==> src/rtl/prompt_decoder.sv <==
// prompt_decoder: decodes a packed string of unary codes (k ones then a zero, k=1..4) into a symbol stream
// Ports:
//   clock, reset          rising-edge clock, synchronous active-high reset
//   start, bstring        decode request (taken only in IDLE) and the packed string, oldest code at the MSB
//   sym_valid, sym        decoded symbol (1..4) held until sym_ready; sym reads 0 when no symbol is offered
//   sym_ready             consumer handshake, only looked at while a symbol is offered
//   busy                  high whenever the decoder is not idle
//   done, error           registered one-cycle pulses, raised the cycle after leaving DONE or ERR
//   count                 symbols accepted since the last start, saturating at 32
module prompt_decoder #(
    parameter int STRING_W = 64
) (
    input  logic                clock,
    input  logic                reset,
    input  logic                start,
    input  logic [STRING_W-1:0] bstring,
    input  logic                sym_ready,
    output logic                sym_valid,
    output logic [2:0]          sym,
    output logic                busy,
    output logic                done,
    output logic                error,
    output logic [5:0]          count
);
    localparam int RW = $clog2(STRING_W + 1);
    localparam logic [2:0] IDLE  = 3'd0;
    localparam logic [2:0] ALIGN = 3'd1;
    localparam logic [2:0] PARSE = 3'd2;
    localparam logic [2:0] EMIT  = 3'd3;
    localparam logic [2:0] DONE  = 3'd4;
    localparam logic [2:0] ERR   = 3'd5;

    logic [2:0]          state;
    logic [STRING_W-1:0] shreg;
    logic [RW-1:0]       rem;
    logic [2:0]          ones;
    logic [2:0]          sym_q;
    logic                msb;

    assign msb       = shreg[STRING_W-1];
    assign sym_valid = state == EMIT;
    assign sym       = sym_valid ? sym_q : 3'd0;
    assign busy      = state != IDLE;

    always_ff @(posedge clock) begin
        if (reset) begin
            state <= IDLE;
            shreg <= '0;
            rem   <= '0;
            ones  <= '0;
            sym_q <= '0;
            count <= '0;
            done  <= 1'b0;
            error <= 1'b0;
        end else begin
            done  <= state == DONE;
            error <= state == ERR;
            case (state)
                IDLE: if (start) begin
                    shreg <= bstring;
                    rem   <= RW'(STRING_W);
                    ones  <= '0;
                    count <= '0;
                    state <= ALIGN;
                end
                ALIGN: if (shreg == '0) begin
                    state <= DONE;
                end else if (!msb) begin
                    shreg <= shreg << 1;
                    rem   <= rem - RW'(1);
                end else begin
                    state <= PARSE;
                end
                // running out of bits before a terminating zero is a truncated code
                PARSE: if (rem == '0) begin
                    state <= ERR;
                end else if (msb) begin
                    if (ones == 3'd4) begin
                        state <= ERR;
                    end else begin
                        shreg <= shreg << 1;
                        rem   <= rem - RW'(1);
                        ones  <= ones + 3'd1;
                    end
                end else if (ones == 3'd0) begin
                    state <= ERR;
                end else begin
                    shreg <= shreg << 1;
                    rem   <= rem - RW'(1);
                    sym_q <= ones;
                    state <= EMIT;
                end
                EMIT: if (sym_ready) begin
                    count <= count == 6'd32 ? count : count + 6'd1;
                    ones  <= '0;
                    state <= shreg == '0 ? DONE : PARSE;
                end
                default: state <= IDLE;
            endcase
        end
    end
endmodule

==> config.mk <==
export PLATFORM = sky130hd
export DESIGN_NAME = prompt_decoder
export DESIGN_NICKNAME = d
export VERILOG_FILES = /design/src/rtl/prompt_decoder.sv
export SDC_FILE = /design/constraint.sdc
export NUM_CORES = 1
export LEC_CHECK = 0
export ABC_CLOCK_PERIOD_IN_PS = 3720
export CAP_MARGIN = 20
export CELL_PAD_IN_SITES_DETAIL_PLACEMENT = 1
export CELL_PAD_IN_SITES_GLOBAL_PLACEMENT = 1
export CORE_ASPECT_RATIO = 0.75
export CORE_MARGIN = 1.5
export CORE_UTILIZATION = 41
export DETAILED_ROUTE_END_ITERATION = 8
export PLACE_DENSITY = 0.94
export SLEW_MARGIN = 40
export SYNTH_ARGS = -nofsm -noshare
export SYNTH_HDL_FRONTEND = slang
export SYNTH_SLANG_ARGS = --single-unit
export TNS_END_PERCENT = 20
==> constraint.sdc <==
create_clock -name clock -period 3.72 [get_ports clock]
set_input_delay 0.744 -clock clock [delete_from_list [all_inputs] [get_ports clock]]
set_output_delay 0.744 -clock clock [all_outputs]
set_load 0.02 [all_outputs]
==> metrics.yaml <==
run_status:
  outcome: "finished, final reports clean"
synth:
  synth_area_mm2: 0.004163
  synth-xor-area-share_pct: 0.8416
  synth_compound_area_share_pct: 21.43
  synth_top_family_by_area: "simple AND/OR/NAND/NOR gates"
  synth.distinct_cells: 48
  yosysSeqAreaShare_pct: 42.32
  synth-main-ff-cell: "dfxtp_1"
  synth_edf_count: 0
  synth_mux_area_share_pct: 0.4809
  synth-simple-area-share_pct: 27.71
  synth_adder_area_share_pct: 1.503
  ys_async_sr_fraction_pct: 0
  synth_area_per_cell_um2: 8.309
  syn_nets: 574
  synthCells: 501
  ys_ff_latch: 88
  ys_warn_count: 0
pwr:
  p_leak_nw: 1.956
  p_sw_share_pct: 40.96
  power_density_mw_per_mm2: 826.8
  p_int_mw: 2.634
  p_switching_mw: 1.828
  combPwrFrac_pct: 40.6
  peakVddDrop_uv: 342.0
  power_frac_clock_pct: 24.0
  p_seq_share_pct: 35.4
run:
  drv_cap: 0
critical_path:
  start_kind: "flip-flop"
  rr_endpoint: "shreg[44]"
  reg2reg_depth: 7
  critPathCaptureType: "primary output"
  critPathMaxFanout: 18
  r2r-start: "shreg[45]"
  cp.required_ns: 2.98
  path_class: "reg2out"
  worstPathArrival_ns: 2.32
  worst-r2r-setup-slack_ns: 0.77
clock_network:
  cts_hold_buf: 0
  htreeDepth: 3
  clk_path_buf_depth: 2
  post-cts-setup-buffers: 0
  cts_tree: "done"
  cts-root-buf: "clkbuf_16"
  clk_latency_ns: 0.35
  cts_buffers: 9
  path_clk_slew_ns: 0.06
  cts_sinks: 88
  cts.repair.resized: 0
timing:
  finalHoldViolCount: 0
  timing.fmax_mhz: 326.6
  period_needed_ns: 3.061
  hold_ws_ns: 0.4968
  finalClockSkew_ns: 0.006984
  slew-limit-headroom_pct: 46.15
  worst_pin_slew_ns: 0.8029
  layout_setup_ws_ns: 0.6586
  report.final.slew_viol_count: 0
  fin_crit_sh_pct: 82.30
  fin_setup_tns_ns: 0
  rsz0062_at_grt: "no"
  setup_viol: 0
detailed_routing:
  drtPass1Iterations: 5
  drc: 0
  vias_per_cell: 6.265
  dr.first_iter.drc_count: 352
  wl_per_cell_um: 20.55
  ant_nets: 0
  wirelength_mm: 14.28
  vias: 4354
hold_path:
  min_path_cells: 2
  min_to: "sym_q[1]"
  hp-class: "reg2reg"
  worstHoldStart: "sym_q[1]"
floorplanning:
  start_util_pct: 42.59
  num_io_pins: 81
  die_w_um: 119.4
  core-area_mm2: 0.009774
  dieArea_mm2: 0.01077
  chipHeight_um: 90.27
  rows: 31
cells_and_area:
  nets: 631
  area_delta_synth_final_pct: 29.64
  layout_common_cells: "nor2_1 (92), dfxtp_1 (88), clkdlybuf4s50_1 (79)"
  utilization_pct: 55.21
  layout_commonest_cell: "nor2_1"
  antenna_cells: 0
  layout-drive-gt1-share_pct: 7.282
place:
  place_ws_ns: 0.6380
  detailed_place_hpwl_mm: 9.225
  gp_congestion: 0.8089
  io_buffers: 80
global_route:
  grt_pass1_vias: 4445
  grt-ovfl-total: 0
  antenna_found_initial: 0
  grt_pass1_wl_mm: 23.17
  grt_max_degree: 65
  track_usage_pct: 27.25
## power groups by stage
| stage | registers [mW] | logic [mW] | clock network [mW] |
|---|---|---|---|
| 2_1_floorplan | 1.45 | 1.32 | 0 |
| 3_3_place_gp | 1.54 | 1.64 | 0 |
| 3_5_place_dp | 1.57 | 1.76 | 0 |
| 4_1_cts | 1.56 | 1.80 | 1.09 |
| 5_1_grt | 1.61 | 2.00 | 1.12 |
| 6_report | 1.58 | 1.81 | 1.07 |
## critical path: stages (launching register included)
cell	delay, ns
dfxtp_1	0.71
nand2_1	0.23
nor2_1	0.26
and2_1	0.17
clkdlybuf4s50_1	0.60
## synth_stat cells, types with 2 or more instances
cell type | number | share of area [%]
nor2_1 | 93 | 8.4
dfxtp_1 | 88 | 42
a221oi_1 | 62 | 13
nor3_1 | 61 | 7.3
clkbuf_1 | 27 | 2.4
a21oi_1 | 22 | 2.6
nor4_1 | 19 | 2.9
buf_2 | 13 | 1.6
nand2_1 | 13 | 1.2
inv_1 | 11 | 0.99
nand4_1 | 8 | 1.2
o21ai_0 | 7 | 0.84
a211oi_1 | 6 | 1.1
nand2b_1 | 6 | 0.90
ha_1 | 5 | 1.5
and2_1 | 4 | 0.60
nand3_1 | 4 | 0.48
nor2b_1 | 4 | 0.60
nor3_2 | 4 | 0.96
or3_1 | 4 | 0.60
a32oi_1 | 3 | 0.63
xor2_1 | 3 | 0.63
and3_1 | 2 | 0.30
buf_6 | 2 | 0.54
mux2i_1 | 2 | 0.48
nand3b_1 | 2 | 0.36
o21a_1 | 2 | 0.36
o21ai_1 | 2 | 0.24
o22a_1 | 2 | 0.42
or2_2 | 2 | 0.30
## layer usage
metal	GRT usage [%]	up-vias	wire length, µm
li1	-	1996	-
met1	34.95	2175	6258
met2	44.75	157	6893
met3	5.492	26	778
met4	11.61	0	353
met5	0	-	0
## flip-flops by register name, summed over array words and instances (netlist names)
| signal | flops |
|---|---|
| state | 3 |
| shreg | 64 |
| error | 1 |
| done | 1 |
| sym_q | 3 |
| count | 6 |
| ones | 3 |
| rem | 7 |
## final cells by class
| class | instances | area [µm²] |
|---|---|---|
| Sequential cell | 88 | 1762 |
| Multi-Input combinational cell | 359 | 2191 |
| Inverter | 11 | 41.29 |
| Tap cell | 132 | 165.2 |
| Clock buffer | 11 | 242.7 |
| Fill cell | 1157 | 4378 |
| Timing Repair Buffer | 89 | 890.9 |
| Clock inverter | 5 | 103.9 |
## per-stage QoR
step	cells	area, µm²	power (mW)
final	695	5396	4.462
after global routing	695	5396	4.726
after CTS	695	5394	4.451
after detailed placement	679	5047	3.329
after global placement	679	5047	3.184
after floorplan	501	4163	2.766
## cell families (layout without fill, tap and decap cells)
group	Yosys count	in the layout
simple gates	232	232
xor+xnor	4	4
buf+inv	54	116
fa+ha+maj	5	5
mux	2	2
compound gates	116	116
flops	88	88
## how the worst max path moves through the flow
stage	from	end	depth (start not counted)
5_1_grt	state[0]	sym[2]	4
6_report	state[0]	sym[0]	4
2_1_floorplan	rem[0]	shreg[36]	11
3_3_place_gp	start	rem[1]	8
3_5_place_dp	start	shreg[1]	8
4_1_cts	state[0]	sym[2]	4
(Power assumes the default switching activity.)
